[src/rtl/dll_scheduler.sv]
// dll_scheduler: time-shares one DLL discriminator among tracking channels.
// Buffers one early/late pair per channel, issues round-robin per slot.
module dll_scheduler #(
    parameter int NUM_CHANNELS     = 4,
    parameter int CHANNEL_ID_WIDTH = 2,
    parameter int I2Q2_WIDTH       = 38,
    parameter int DPHI_WIDTH       = 16,
    parameter int SLOT_CYCLES      = 8
) (
    input  logic                        clk,
    input  logic                        global_reset_n,
    input  logic                        sched_enable,
    input  logic                        req_valid,
    input  logic [CHANNEL_ID_WIDTH-1:0] req_tag,
    input  logic [I2Q2_WIDTH-1:0]       req_i2q2_early,
    input  logic [I2Q2_WIDTH-1:0]       req_i2q2_late,
    output logic                        dll_issue,
    output logic [CHANNEL_ID_WIDTH-1:0] dll_tag,
    output logic [I2Q2_WIDTH-1:0]       dll_i2q2_early,
    output logic [I2Q2_WIDTH-1:0]       dll_i2q2_late,
    input  logic                        dll_result_ready,
    input  logic [CHANNEL_ID_WIDTH-1:0] dll_result_tag,
    input  logic [DPHI_WIDTH-1:0]       dll_delta_phase_increment,
    output logic                        result_valid,
    output logic [CHANNEL_ID_WIDTH-1:0] result_tag,
    output logic [DPHI_WIDTH-1:0]       result_dphi,
    output logic [NUM_CHANNELS-1:0]     pending_mask,
    output logic [NUM_CHANNELS-1:0]     inflight_mask,
    output logic                        overwrite_err,
    output logic                        spurious_err
);

    localparam int CW   = CHANNEL_ID_WIDTH;
    localparam int CNTW = $clog2(SLOT_CYCLES);
    localparam logic [CNTW-1:0] CNT_LAST = CNTW'(SLOT_CYCLES - 1);
    localparam logic [CW-1:0]   LAST_CH  = CW'(NUM_CHANNELS - 1);

    logic [CNTW-1:0]         cnt_q, cnt_d;
    logic [CW-1:0]           last_grant_q, last_grant_d;
    logic [NUM_CHANNELS-1:0] pending_q, pending_d;
    logic [NUM_CHANNELS-1:0] inflight_q, inflight_d;
    logic [I2Q2_WIDTH-1:0]   early_buf_q [NUM_CHANNELS];
    logic [I2Q2_WIDTH-1:0]   late_buf_q  [NUM_CHANNELS];

    logic                    issue_q;
    logic [CW-1:0]           dll_tag_q;
    logic [I2Q2_WIDTH-1:0]   dll_early_q, dll_late_q;
    logic                    res_valid_q;
    logic [CW-1:0]           res_tag_q;
    logic [DPHI_WIDTH-1:0]   res_dphi_q;
    logic                    ovf_err_q, spur_err_q;

    logic                    slot_end;
    logic                    grant_vld;
    logic [CW-1:0]           grant_idx;
    logic [NUM_CHANNELS-1:0] grant_oh, req_oh, res_oh;
    logic                    res_match, ovf_set, spur_set;
    int                      idx;

    assign slot_end = (cnt_q == CNT_LAST);

    // Decode request and result tags; out-of-range tags decode to nothing.
    always_comb begin
        req_oh = '0;
        res_oh = '0;
        for (int i = 0; i < NUM_CHANNELS; i++) begin
            req_oh[i] = req_valid && (req_tag == CW'(i));
            res_oh[i] = dll_result_ready && (dll_result_tag == CW'(i));
        end
    end

    // Round-robin pick starting one past the last granted channel.
    always_comb begin
        grant_vld = 1'b0;
        grant_idx = last_grant_q;
        grant_oh  = '0;
        idx       = 0;
        if (slot_end && sched_enable) begin
            for (int i = 1; i <= NUM_CHANNELS; i++) begin
                idx = (int'(last_grant_q) + i) % NUM_CHANNELS;
                if (!grant_vld && pending_q[idx]) begin
                    grant_vld = 1'b1;
                    grant_idx = CW'(idx);
                end
            end
        end
        if (grant_vld) grant_oh[grant_idx] = 1'b1;
    end

    // Next-state: a same-cycle request re-arms a channel being granted,
    // and a same-cycle issue wins over a result clearing inflight.
    always_comb begin
        cnt_d        = slot_end ? '0 : cnt_q + 1'b1;
        pending_d    = (pending_q & ~grant_oh) | req_oh;
        inflight_d   = (inflight_q & ~res_oh) | grant_oh;
        last_grant_d = grant_vld ? grant_idx : last_grant_q;
        res_match    = |(res_oh & inflight_q);
        ovf_set      = |(req_oh & pending_q & ~grant_oh);
        spur_set     = dll_result_ready && !res_match;
    end

    // Control state: slot counter, masks, arbitration pointer, error flags.
    always_ff @(posedge clk or negedge global_reset_n) begin
        if (!global_reset_n) begin
            cnt_q        <= '0;
            last_grant_q <= LAST_CH;
            pending_q    <= '0;
            inflight_q   <= '0;
            ovf_err_q    <= 1'b0;
            spur_err_q   <= 1'b0;
        end else begin
            cnt_q        <= cnt_d;
            last_grant_q <= last_grant_d;
            pending_q    <= pending_d;
            inflight_q   <= inflight_d;
            ovf_err_q    <= ovf_err_q | ovf_set;
            spur_err_q   <= spur_err_q | spur_set;
        end
    end

    // Per-channel operand buffers; a new request replaces the old pair.
    always_ff @(posedge clk or negedge global_reset_n) begin
        if (!global_reset_n) begin
            for (int i = 0; i < NUM_CHANNELS; i++) begin
                early_buf_q[i] <= '0;
                late_buf_q[i]  <= '0;
            end
        end else begin
            for (int i = 0; i < NUM_CHANNELS; i++) begin
                if (req_oh[i]) begin
                    early_buf_q[i] <= req_i2q2_early;
                    late_buf_q[i]  <= req_i2q2_late;
                end
            end
        end
    end

    // DLL issue port: operands are held until the next grant.
    always_ff @(posedge clk or negedge global_reset_n) begin
        if (!global_reset_n) begin
            issue_q     <= 1'b0;
            dll_tag_q   <= '0;
            dll_early_q <= '0;
            dll_late_q  <= '0;
        end else begin
            issue_q <= grant_vld;
            if (grant_vld) begin
                dll_tag_q   <= grant_idx;
                dll_early_q <= early_buf_q[grant_idx];
                dll_late_q  <= late_buf_q[grant_idx];
            end
        end
    end

    // Matched-result port: only results for in-flight channels pass.
    always_ff @(posedge clk or negedge global_reset_n) begin
        if (!global_reset_n) begin
            res_valid_q <= 1'b0;
            res_tag_q   <= '0;
            res_dphi_q  <= '0;
        end else begin
            res_valid_q <= res_match;
            if (res_match) begin
                res_tag_q  <= dll_result_tag;
                res_dphi_q <= dll_delta_phase_increment;
            end
        end
    end

    assign dll_issue      = issue_q;
    assign dll_tag        = dll_tag_q;
    assign dll_i2q2_early = dll_early_q;
    assign dll_i2q2_late  = dll_late_q;
    assign result_valid   = res_valid_q;
    assign result_tag     = res_tag_q;
    assign result_dphi    = res_dphi_q;
    assign pending_mask   = pending_q;
    assign inflight_mask  = inflight_q;
    assign overwrite_err  = ovf_err_q;
    assign spurious_err   = spur_err_q;

endmodule

[config.mk]
export PLATFORM = sky130hd
export DESIGN_NAME = dll_scheduler
export DESIGN_NICKNAME = d
export VERILOG_FILES = /design/src/rtl/dll_scheduler.sv
export SDC_FILE = /design/constraint.sdc
export NUM_CORES = 1
export LEC_CHECK = 0
export CORE_MARGIN = 2
export CORE_UTILIZATION = 40
export CTS_CLUSTER_DIAMETER = 120
export DETAILED_ROUTE_END_ITERATION = 7
export PLACE_DENSITY = 0.64
export SETUP_SLACK_MARGIN = 0.02
export SLEW_MARGIN = 20
export SYNTH_ARGS = -nofsm -noshare
export SYNTH_HDL_FRONTEND = slang
export SYNTH_SLANG_ARGS = --single-unit
[constraint.sdc]
create_clock -name clk -period 5.8 [get_ports clk]
set_clock_uncertainty 0.05 [all_clocks]
set_input_delay 1.45 -clock clk [delete_from_list [all_inputs] [get_ports clk]]
set_output_delay 1.45 -clock clk [all_outputs]
set_load 0.02 [all_outputs]
Word-level counts from Yosys, hierarchy flattened
Cells that the tools add are included.

Register bits after elaboration: 417. Input port bits: 101. Output and inout bits: 108. Logic and storage cells: 117.

$add $sub $neg: 5. Order comparisons: 7. Equal/unequal tests: 7. Mux-type cells: 35. Bitwise operators: 16. Reductions and logical operators: 26.

Operator list (number): binary-select mux 38 bit (select 2 bit) (2); two-way mux 38 bit (4); AND 4 bit (5); two-way mux 1 bit (17); less-than comparator 3 x 4 -> 1 bit (second input constant) (4); logical AND 1 bit (14); two-way mux 2 bit (5); binary-select mux 1 bit (select 2 bit) (4); == test 2 bit (second input constant) (4); NOT 4 bit (2); OR 4 bit (2); OR reduction 2 bit (4); OR reduction 4 bit (2); adder 2 x 1 -> 2 bit (second input constant) (2); adder 2 bit (second input constant) (2); AND 1 bit (first input constant) (4); == test 2 x 1 -> 1 bit (second input constant) (2); logical NOT 1 bit (4); logical NOT 2 bit (2); two-way mux 4 bit (1); adder 3 x 1 -> 3 bit (second input constant) (1); == test 3 bit (second input constant) (1); greater-or-equal comparator 3 bit (second input constant) (1); less-than comparator 2 x 3 -> 1 bit (second input constant) (1); 5 further kinds (6).

Longest topological paths before layout
Gate-level depths: netlist of the first run.

Word-level depth: 29. Depth in mapped cells: 11.

Least setup slack after synthesis of the first run
No wires, ideal clock.

Path kind: input to register. From: input port req_tag[0]. To: register late_buf_q[133] in the netlist's numbering. Data arrival time: 2.816 ns. Data required time: 5.625 ns. Setup slack: 2.809 ns. Stages: 4. Path buffers: 2. Cell sequence: nor3b_1 -> clkbuf_1 -> buf_2 -> mux2_2.

Longest elaborated chain between the ends: 2.

RTL lines: start: declaration (line 14) `input logic [CHANNEL_ID_WIDTH-1:0] req_tag,`; logical NOT 2 bit (line 67) `req_oh[i] = req_valid && (req_tag == CW'(i));`; logical AND 1 bit (line 67); end signal: indexed assignment (line 132) `late_buf_q[i] <= req_i2q2_late;`; end: declaration (line 43) `logic [I2Q2_WIDTH-1:0] late_buf_q [NUM_CHANNELS];`.

No other way between the ends. A chain may end at the register's enable or synchronous reset.

Worst setup path in the final report of the first run
From: input port sched_enable. To: register dll_late_q[23] (netlist: dll_i2q2_late[23]).

Longest elaborated chain between the ends: 6.

RTL lines: start: declaration (line 12) `input logic sched_enable,`; logical AND 1 bit (*) (line 78) `if (slot_end && sched_enable) begin`; two-way mux 2 bit (line 78); NOT 2 -> 3 bit (implied by the code) (line 150) `dll_late_q <= late_buf_q[grant_idx];`; binary-select mux 38 bit (select 2 bit) (line 150); two-way mux 38 bit (implied by the code) (2 in series) (line 150); end signal: assignment (line 150); end: declaration (line 47) `logic [I2Q2_WIDTH-1:0] dll_early_q, dll_late_q;`.

Every way passes the cells marked *; elsewhere a longest branch is shown, timed or not. The select of a mux whose other input is x is not followed.

==> summary by stage, run 1 <==
Outcome
The flow ran to the end, and the final reports show no timing, DRC or antenna violations.

Setup path
For the worst flop-to-flop path, the logic depth is 7. The critical path launch point is sched_enable. STA classifies the critical path endpoint as a register. The critical path goes through clkdlybuf4s50_1 -> nand2_1 -> a41oi_4 -> a31o_4 -> buf_4 -> mux2i_1 -> o221ai_1. STA puts the critical path data arrival time at 3.85 ns. STA classifies the critical path startpoint as a primary input. In this run the critical register-to-register path is launched from last_grant_q[1]. The capture point of the critical path is dll_i2q2_late[23]. The slowest stage of the critical path belongs to the cell sky130_fd_sc_hd__a31o_4. The largest fanout on the critical path is 39. The capturing point of the worst reg2reg path is dll_i2q2_late[23]. On the worst path, the slowest cell contributes a delay of 0.80 ns. The setup path with the least slack is of type primary input to register. STA puts the critical path data required time at 6.15 ns. The setup slack of the most critical reg-to-reg path is roughly 2.8 ns.

Placement
Before CTS, the worst setup slack after placement is about 1.7 ns. Routability-driven placement finished with a final weighted congestion of 0.738. The number of I/O port buffers is approximately 210. Detailed placement ended at an HPWL of 24000 microns. After detailed placement, the design holds a cell count of 1970.

Power and ir drop
The completed layout was analyzed and its total power is 9.50 mW. The proportion of power drawn by flip-flops and latches is a little over two fifths. The internal power of the cells totals 6.68 mW. The share of total power in the clock network is around 30%. The combinational group share of total power is 27.3%. The total power per unit cell area is 439 nW/um^2. IR analysis of the VDD net gives a maximum drop of 0.321 mV. Of the total power, the share spent switching nets is about 30%. Summed over all cells, the static leakage comes to about 9.4 nW. Summed over all nets, the switching power comes to 2.82 mW.

Clock network
The clock tree root buffer cell is sky130_fd_sc_hd__clkbuf_16. The count of instances resized after the clock tree is built is 0. The H-tree was split into 2 levels. The number of buffers created by CTS is 46.

The post-cts hold buffer count is 0. Counting along the longest clock path gives a buffer depth of 3. CTS saw 417 sinks. The clock-pin slew on the worst setup and hold paths is 0.06 ns. The post-CTS setup buffer count is 0. The later pin in the worst-skew pair is clocked with a latency of 0.56 ns.

The clock tree from TritonCTS is done.

Timing
The count of final max-slew check failures is 0. The post-route minimum period is 3.50 ns. The post-layout worst setup margin is 2.30 ns. The post-route setup TNS is 0 ns.

The minimum hold slack is around 0.38 ns. The count of endpoints failing setup in the final report is 0. The number of endpoints with negative hold slack in the final report is 0. The actual transition at the worst max-transition pin is 0.950 ns. The maximum operating frequency is approximately 290 MHz. Dividing the final minimum period by the clock period gives 60.3%. Setup repair after global routing left no endpoint under its margin.

The remaining max-slew budget at the tightest pin is 36.7%.

Die
The horizontal extent of the die is 213 microns. The die covers approximately 45000 sq um. The height of the die is 213 microns. The initialized floorplan defines 76 standard-cell rows. The initial standard-cell utilization of the core is 40.6%. The area of the placeable core is 43100 sq um.

The top-level port count is ~210.

Yosys
The synthesized instance count is between 1000 and 1500. The synthesized area is about 17000 sq um. The average footprint of a synthesized cell is around 14 sq um. The number of warnings issued by yosys is 0.

The cell with the most instances after synthesis is sky130_fd_sc_hd__dfrtp_1. The dominant cell type by area after synthesis is sky130_fd_sc_hd__dfrtp_1. The netlist uses 41 different library cells. After synthesis, the share of flip-flops with an asynchronous set or reset is 100%. The sequential element share of the synthesized area is 59.7%. The predominant post-synthesis flop cell is sky130_fd_sc_hd__dfrtp_1. Counting flops and latches in the post-synthesis netlist gives 417.

The area fraction of the dominant cell type after synthesis is between 50% and 60%. By count the netlist is led by 415 x sky130_fd_sc_hd__dfrtp_1, 304 x sky130_fd_sc_hd__mux2_2, 154 x sky130_fd_sc_hd__mux2i_1. The synthesized design contains 0 enable-type register cells. In the post-synthesis netlist, the biggest area contributors are sky130_fd_sc_hd__dfrtp_1 59%, sky130_fd_sc_hd__mux2_2 20%, sky130_fd_sc_hd__mux2i_1 8.8%.

Synthesis produced a netlist with a net count of 1341.

GRT
The number of antenna violations at the first check in global routing is 2. The global-route congestion overflow total is 0. The via count of the first global-routing pass is 11300. The first global-routing pass estimated 64100 microns of wire. The largest net degree at the start of global routing is 108. The overall global routing resource usage is between 15 and 20%.

Detailed routing
For this run, design rule violations remaining after detail routing come to 0. The number of DRC markers in iteration 0 is 560. In the final routed layout, each cell accounts on average for 19.8 microns. The first TritonRoute pass finished after 4 iterations.

Once detail routing completed, the nets flagged for antenna violations numbered 0. The via density per instance is 5.25. Detailed routing inserted a total of approximately 11000 vias. The routed wire length is 40700 microns.

Final layout
Cells with a size suffix above 1 make up 27.8% of the layout. The final instance count without filler cells is 2053. In the final layout, the multi-input gates occupy 6620 sq um. The area taken by flip-flops and latches is 10400 sq um. From synthesis to final layout, the design area changed by 23.8%.

The number of filler cells placed in the layout is 3744. The post-layout net count is 1536.

Job
Across the run, the number of max-cap violations was 0.

Hold path
The worst hold path belongs to the class register to register.
## sequential cells by signal, summed over array words and instances (netlist names), 2 cells and up
register / cells
cnt_q: 3
result_tag: 2
dll_tag: 2
pending_mask: 4
dll_i2q2_late: 38
early_buf_q: 152
late_buf_q: 152
dll_i2q2_early: 38
inflight_mask: 4
result_dphi: 16
last_grant_q: 2
## per-layer routing
metal | vias up | wire length, microns | track usage, %
met5 | - | 13 | 0
met4 | 2 | 954 | 6.10
met3 | 64 | 2160 | 4.06
met2 | 192 | 19000 | 28.8
met1 | 5664 | 18600 | 24.8
li1 | 4857 | - | -
## power by group through the flow
stage | Clock (mW) | Sequential (mW) | Combinational [mW]
4_1_cts | 2.92 | 4.08 | 2.63
2_1_floorplan | 0 | 4.40 | 1.19
3_3_place_gp | 0 | 4.10 | 2.57
5_1_grt | 3.04 | 4.16 | 2.80
3_5_place_dp | 0 | 4.12 | 2.62
6_report | 2.84 | 4.07 | 2.59
## worst min path at each step
| stage | start | endpoint | slack (ns) | cells past startpoint |
|---|---|---|---|---|
| floorplan | cnt_q[0] | cnt_q[0] | 0.35 | 1 |
| global placement | cnt_q[0] | cnt_q[0] | 0.37 | 1 |
| detailed placement | cnt_q[0] | cnt_q[0] | 0.37 | 1 |
| CTS | cnt_q[0] | cnt_q[0] | 0.38 | 1 |
| global route | cnt_q[0] | cnt_q[0] | 0.39 | 1 |
| finish | cnt_q[0] | cnt_q[0] | 0.38 | 1 |
## critical path, delay by kind of cell
family,cells,cell delay [ns]
multiplexers,1,0.22
AO/OA/AOI/OAI,3,1.20
buffers and inverters,2,0.85
AND/OR/NAND/NOR,1,0.10
## layout make-up
type / count / share of cell area (%)
antenna: 2 / 0.0231
clock buffer: 74 / 6.46
clock inverter: 7 / 0.381
inverter: 8 / 0.139
multi-input combinational: 731 / 30.6
sequential: 417 / 48.2
tap: 585 / 3.38
timing repair buffer: 229 / 10.8
## cells by family (layout without fill, tap and decap cells)
family / after synthesis / in the layout / share of synthesized area, %
multiplexers: 458 / 458 / 28.4
adder cells (fa/ha/maj): 2 / 2 / 0.143
buffers and inverters: 90 / 318 / 2.65
AO/OA/AOI/OAI: 107 / 107 / 5.18
flip-flops: 417 / 417 / 59.7
AND/OR/NAND/NOR: 164 / 164 / 3.92
other: 0 / 2 / 0
## through the flow
stage / util, % / instance area (sq um)
floorplan: - / 17500
global placement: 46.8 / 20200
detailed placement: 46.8 / 20200
CTS: 50.2 / 21600
global route: 50.2 / 21600
finish: 50.3 / 21600
## layout by cell type, fill, tap and decap left out, types with 5 or more instances in the layout
master,Yosys,final
sky130_fd_sc_hd__a21o_1,7,6
sky130_fd_sc_hd__buf_12,0,8
sky130_fd_sc_hd__buf_4,2,13
sky130_fd_sc_hd__clkbuf_1,42,15
sky130_fd_sc_hd__clkbuf_16,0,47
sky130_fd_sc_hd__clkbuf_8,0,12
sky130_fd_sc_hd__clkdlybuf4s50_1,0,207
sky130_fd_sc_hd__dfrtp_1,415,415
sky130_fd_sc_hd__inv_1,6,6
sky130_fd_sc_hd__mux2_2,304,304
sky130_fd_sc_hd__mux2i_1,154,154
sky130_fd_sc_hd__nand2_1,137,136
sky130_fd_sc_hd__nand2b_1,6,5
sky130_fd_sc_hd__nor2_1,5,5
sky130_fd_sc_hd__o21ai_0,7,7
sky130_fd_sc_hd__o221ai_1,76,76
Note: power is estimated with default switching activity, not from simulation.
==> run 2, diff against run 1 <==
Settings changed: PLACE_DENSITY 0.64 to 0.67.
Clock period 5.8 ns to 3 ns, I/O delays scaled along.
==> run 2 against run 1 <==
Effect of this change:
- global-route usage shrank 0.054 points
- first-iteration DRC count grew 26%
- clock-buffer cell count shrank 3
- setup slack lost 1.9 ns
- largest power group unchanged
==> summary by stage, run 2 (synthesis results as in run 1) <==
Outcome
The run finished with clean final reports.

Setup path
Counting both buffers and inverters, the worst setup path holds a total of 1. The startpoint type of the worst setup path is a register. The worst-path cell with the longest stage delay is sky130_fd_sc_hd__clkdlybuf4s50_1.

The kind of cell with the highest combined delay along the critical path is buffers and inverters. The worst stage delay on the critical path is 0.69 ns. STA classifies the critical path endpoint as an output pin. The worst setup path is of the register to output pin kind. Across all register-to-register paths, the minimum setup slack is around 0.42 ns.

The critical path data required time is 2.20 ns. At the worst endpoint, the arrival time is 1.84 ns. The critical path goes through clkdlybuf4s50_1. The largest fanout on the critical path is 11.

Hold path
The type of the most critical hold path is register to register.

Clock network
TritonCTS built the clock tree. After clock tree synthesis, the repair step resized 0 gates. The clock passes through at most 3 buffers. CTS built an H-tree with a depth of 2.

The number of buffers created by CTS is 46. Clock latency on the worst-skew pair, taken at its later pin, is 0.57 ns. The clock-pin slew on the worst setup and hold paths is 0.06 ns. The clock net in this run drives a total of 417 sinks. Clock tree synthesis selected as its root buffer the cell sky130_fd_sc_hd__clkbuf_16. The number of setup buffers added after CTS is 0.

Die
The row count is 76. The die is 213 microns tall. In this run the count of I/O pins placed on the die edge is ~210.

The die is 213 microns wide. The die covers 45400 sq um. The initial utilization of the core area, before any placement, comes to 40.6%. The total area inside the core boundary comes to 43100 sq um.

Detailed routing
The number of DRC violations after detailed routing is 0. Across all layers, the routed design uses 10800 vias. The number of search-and-repair iterations in the first detailed-routing pass is 4. The via density per instance is 5.23. The number of DRC markers in iteration 0 is 704. The final layout contains routed wiring with a total length of 40300 microns. The remaining antenna violation count after routing is 0. After detailed routing, the average wire length per cell comes to 19.5 microns.

Power and ir drop
The completed layout was analyzed and its total power is 18.5 mW. In this run the static leakage power is between 9 and 10 nW. The total power per unit cell area is 845 nW/um^2. The worst-case vdd ir drop is 0.507 mV.

Timing
The post-route setup TNS is 0 ns. The count of final max-slew check failures came to 0. The maximum operating frequency is 379 MHz. The number of endpoints with negative hold slack in the final report is 0. The post-route minimum period is 2.64 ns. After layout, the worst path uses 87.9% of the clock period.

The actual transition at the worst max-transition pin is 0.614 ns. Setup repair after global routing left no endpoint under its margin. The remaining max-slew budget at the tightest pin is 59.1%. The post-layout worst setup margin is between 0.3 and 0.4 ns. The count of endpoints failing setup in the final report is 0. On the final layout, the worst hold slack is 0.383 ns.

Placement
The global placer's final weighted congestion is around 0.76. The detailed placement HPWL is 24300 microns. The worst setup slack before clock tree synthesis is -0.0810 ns. The number of I/O port buffers is 208.

Final layout
In the layout the commonest cells are 415 x sky130_fd_sc_hd__dfrtp_1, 304 x sky130_fd_sc_hd__mux2_2, 207 x sky130_fd_sc_hd__clkdlybuf4s50_1. The final core utilization is 50.7%. The library cell used most frequently in the layout, excluding fill and tap cells, is sky130_fd_sc_hd__dfrtp_1. The growth of design area from synthesis to finish is 25.0%. In the final layout, the registers with the most flip-flops are early_buf_q (152), late_buf_q (152).

After filler insertion, the fill cell instance count of the layout stands at 3705. After the last flow step, the layout net total stands at around 1600. Of the cells placed in the final design, the portion with a size suffix greater than 1 is 28.6%.

Job
The tool flagged a number of max-cap violations equal to 0.

GRT
The via count of the first global-routing pass is 11400. The number of antenna violations at the first check in global routing was 3. Global routing used between 15 and 20% of the available tracks. The largest net degree at the start of global routing is 100. The global-route congestion overflow total is 0. The global-route wire length before repair is 64200 microns.
==> run 2: cell count changes in the layout (fill, tap and decap cells not counted), sizes merged <==
cell	change
buf	+13
clkbuf	-3
bufinv	+1
clkinv	+1
dlygate4sd3	+1
inv	+1
==> run 2: where the power goes <==
part	switching [mW]	internal [mW]	total [mW]
clock network	2.24	3.35	5.58
logic	2.37	2.63	5.00
registers	0.852	7.04	7.89
total	5.46	13.0	18.5
==> run 2: layout make-up <==
cell class | instances | area, sq um | share of cell area [%]
Clock buffer | 71 | 1390 | 6.34
Sequential cell | 417 | 10400 | 47.8
Timing Repair Buffer | 243 | 2510 | 11.5
Clock inverter | 10 | 126 | 0.578
Multi-Input combinational cell | 731 | 6630 | 30.3
Inverter | 8 | 30.0 | 0.137
Antenna cell | 2 | 5.00 | 0.0229
Tap cell | 585 | 732 | 3.35
==> run 2: repair_timing <==
| item | 4_1_cts | 5_1_grt |
|---|---|---|
| hold buffers | 1 | 0 |
| hold endpoints to repair | 17 | 0 |
| setup endpoints to repair | 0 | 0 |
==> run 2: final timing paths <==
kind	start	endpoint	cells after the start
worst max-delay path	pending_mask[3]	pending_mask[3]	1
worst min-delay path	cnt_q[0]	cnt_q[0]	1
worst max register to register	cnt_q[0]	dll_i2q2_late[17]	9
worst min register to register	cnt_q[0]	cnt_q[0]	1
max in group asynchronous	global_reset_n	dll_i2q2_early[34]	3
min in group asynchronous	global_reset_n	late_buf_q[96]	2
==> run 2: stage by stage <==
step                      instance area, sq um  instances
after floorplan                          17500       1238
after global placement                   20300       1983
after detailed placement                 20300       1983
after CTS                                21900       2065
after global routing                     21900       2066
final                                    21900       2067
==> run 2: routing by layer <==
| layer | GRT usage [%] | share of wire [%] | up-vias |
|---|---|---|---|
| met3 | 3.72 | 4.2 | 65 |
| li1 | - | - | 4915 |
| met1 | 24.2 | 45 | 5646 |
| met5 | 0 | 0.045 | - |
| met2 | 29.6 | 48 | 174 |
| met4 | 6.17 | 2.1 | 2 |
==> run 3, diff against run 2 <==
Settings changed: ABC_AREA from default to 1, PLACE_DENSITY 0.67 to 0.66.
==> run 3 against run 2 <==
Effect of this change:
- area after synthesis grew 8.9%
- utilization down 0.42 points
- total power increased by 13%
- register-to-register slack improved by 0.05 ns
- global-route usage grew 2.4 points
- cell count is 59% higher
- wire length is 25% higher
- die area grew 8.7%
- critical path depth did not move
- first-iteration DRC count is 37% higher
- non-clock buffer count up 8
==> summary by stage, run 3 <==
Outcome
The run finished with clean final reports.

Die
After floorplanning, the core was sized to cover 46800 sq um. The die is 222 microns wide. The die area is 49400 sq um.

The row count is 79. The initial standard-cell utilization of the core is 40.7%. Measured along the y axis, the die boundary spans 222 microns. During I/O placement, the number of pins put on the boundary was 209.

Setup path
The critical path data required time is approximately 2.2 ns. For flop-to-flop paths, the worst setup slack is approximately 0.47 ns. The endpoint identified for the worst register-to-register timing path is dll_i2q2_late[7]. The buffering stage count on the worst path with inverters included is 1. The depth of the worst register-to-register path is 15. On the critical path, the stage with the largest delay is an instance of sky130_fd_sc_hd__clkdlybuf4s50_1. For this run, the slowest stage of the critical path takes 0.68 ns.

The kind of capture point of the worst setup path is an output pin. The critical path is of the register to output pin type. The largest fanout on the critical path is 4.

The family with the most delay on the worst path is buffers and inverters. The startpoint type of the worst setup path is a register. The worst register-to-register path begins at last_grant_q[0]. The critical path arrival is ~1.7 ns. The signal on the critical path passes through clkdlybuf4s50_1.

Final layout
In the final layout, the registers with the most flip-flops are early_buf_q (152), late_buf_q (152). The final layout contains 2751 nets. The most common cell after layout, fill and taps aside is sky130_fd_sc_hd__nand2_1. The growth of design area from synthesis to finish is 23.6%. The layout cell share with drive strength beyond 1 is 5.00%. The final core utilization is 50.3%.

In the layout the commonest cells are 1011 x sky130_fd_sc_hd__nand2_1, 415 x sky130_fd_sc_hd__dfrtp_1, 395 x sky130_fd_sc_hd__inv_1.

Yosys
By area the synthesized netlist is led by sky130_fd_sc_hd__dfrtp_1 55%, sky130_fd_sc_hd__nand2_1 20%, sky130_fd_sc_hd__o21ai_0 8.1%. The cell with the most instances after synthesis is sky130_fd_sc_hd__nand2_1. The area share of xor/xnor cells in the synthesized design is 0%. In this run the mean area of a mapped cell was 7.67 sq um. The number of enable flip-flop cells after synthesis is 0.

For this run, the number of Yosys warnings is 0. Measured against the total synthesized area, the mux share comes to 0%. The area fraction of the dominant cell type after synthesis is 54.5%. The complex-gate fraction of the synthesized area is about 8.6%. The synthesized design contains 417 register bits. The basic-gate share of the synthesized area counting and, or, nand and nor cells is roughly 25%. The cell area that synthesis handed to floorplanning was around 19000 sq um. The predominant post-synthesis flop cell is sky130_fd_sc_hd__dfrtp_1. After technology mapping, the gate count stands at 2482. For this run, the register share of the synthesized area comes to 54.8%.

After synthesis, the largest family of logic cells by area is simple AND/OR/NAND/NOR gates. When the netlist entered floorplanning its net count stood at 2585. The share of synthesized registers carrying an async set or reset is 100%. Ranked by instance count, the synthesized netlist is headed by 1012 x sky130_fd_sc_hd__nand2_1, 415 x sky130_fd_sc_hd__dfrtp_1, 395 x sky130_fd_sc_hd__inv_1. Summing the areas of all fa, ha and maj instances in the mapped netlist gives 0.131% of the synthesized area. The number of distinct library cells after synthesis is 29. Summed over all instances, the cell type with the most area after synthesis is sky130_fd_sc_hd__dfrtp_1.

Timing
In the final timing run, aggregate negative setup slack is 0 ns. The minimum hold slack is 0.127 ns. The remaining max-slew budget at the tightest pin is a little under three fifths.

The actual transition at the worst max-transition pin is 0.646 ns. For this run, the top clock speed supported by timing is 394 MHz. The number of endpoints with negative hold slack in the final report was 0. The count of final max-slew check failures came to 0. Setup repair after global routing left no endpoint under its margin. The final clock period utilization by the worst path is 84.6%. The routed design could run at a clock period as short as 2.54 ns. Setup violations remaining at the end of the flow were counted as 0.

Clock network
The clock-pin slew on the worst setup and hold paths is 0.06 ns. The source-to-sink clock delay at the later pin of the worst-skew pair is roughly 0.57 ns. In this run the number of H-tree levels came out at 2. The clock tree root buffer cell is sky130_fd_sc_hd__clkbuf_16. The sink count of the clock tree is 417. Clock tree synthesis inserted a total of 46 buffers. In this run, post-CTS hold repair placed 0 buffers.

The maximum clock insertion buffer count is 3. The count of instances resized after the clock tree is built is 0. The clock tree from TritonCTS is done. The post-CTS setup buffer count is 0.

Placement
At the end of routability-driven placement, the weighted congestion stood at 0.789. The number of I/O port buffers is 208. After legalization and detailed placement, the total HPWL measured 31000 microns.

Job
The number of maximum-capacitance violations is 0.

Detailed routing
The number of DRC markers in iteration 0 is 961. The routed wirelength normalized by instance count is 15.3 microns. The remaining antenna violation count after routing is 0. Summing over every cut layer, the via total after detailed routing is 15900.

The highest metal layer with signal wires is met5. The met3 wire length is 2660 microns. The wire length on met2 is approximately 23000 microns. The via density per instance is 4.83. The number of DRC violations after detailed routing is 0. The number of search-and-repair iterations in the first detailed-routing pass is 5. Wires add up to 50200 microns. After detailed routing, the wire length on met1 is 23100 microns.

Power and ir drop
The analysis attributes to net switching a power of about 7.6 mW. The share of total power in the clock network is a little over a quarter. The worst-case IR drop observed on VDD is about 0.54 mV. The combinational group share of total power is 36.6%.

The leakage dissipation is between 10 and 15 nW. Cell internal power was estimated by the tool at 13.3 mW. The proportion of power drawn by flip-flops and latches is 36.6%.

The switching power as a share of total power is ~36%. Dividing total power by cell area gives a power density of 888 nW/um^2.

GRT
The overall global routing resource usage is 20.6%. Entering global routing, the biggest net connects 87 pins. The global-route wire length before repair is roughly 82000 microns. The number of antenna violations at the first check in global routing is 2. The via count of the first global-routing pass came to 15600. For this run the aggregate overflow at the end of global routing stands at 0.

Hold path
The type of the most critical hold path is primary input to asynchronous set/reset pin.
## run 3: metal layers
metal	up-vias	global-route usage (%)
met4	2	6.41
met3	62	3.28
met2	389	33.9
met5	-	0
li1	7838	-
met1	7591	28.0
## run 3: power by group through the flow
stage	clock, mW	sequential, mW	combinational, mW
4_1_cts	5.72	7.66	7.72
3_3_place_gp	0	7.71	7.56
5_1_grt	5.95	7.81	8.50
6_report	5.59	7.66	7.65
3_5_place_dp	0	7.74	7.68
2_1_floorplan	0	8.34	4.00
## run 3: worst max-delay path by stage
stage / startpoint / endpoint / slack [ns] / depth (start not counted)
global route: last_grant_q[0] / dll_i2q2_late[31] / 0.29 / 15
finish: pending_mask[1] / pending_mask[1] / 0.46 / 1
floorplan: req_tag[0] / early_buf_q[38] / 0.82 / 6
global placement: sched_enable / dll_i2q2_late[28] / 0.22 / 11
CTS: pending_mask[2] / pending_mask[2] / 0.44 / 1
detailed placement: sched_enable / dll_i2q2_late[7] / 0.20 / 10
## run 3: through the flow
stage / instances / worst slack (ns) / power (mW) / instance area, sq um
final: 3290 / 0.462 / 20.9 / 23500
after global routing: 3289 / 0.286 / 22.3 / 23500
after CTS: 3288 / 0.438 / 21.1 / 23500
after detailed placement: 3207 / 0.201 / 15.4 / 22000
after global placement: 3207 / 0.218 / 15.3 / 22000
after floorplan: 2482 / 0.818 / 12.3 / 19000
## run 3: area by class of cell
type / instances / area [sq um]
antenna: 2 / 5.00
clock buffer: 72 / 1390
clock inverter: 9 / 103
fill: 4459 / 23200
inverter: 400 / 1500
multi-input combinational: 1532 / 6520
sequential: 417 / 10400
tap: 607 / 759
timing repair buffer: 251 / 2810
## run 3: kinds of logic after synthesis
logic type / count (synthesis)
flops: 417
buf+inv: 533
simple gates: 1209
compound gates: 321
fa+ha+maj: 2
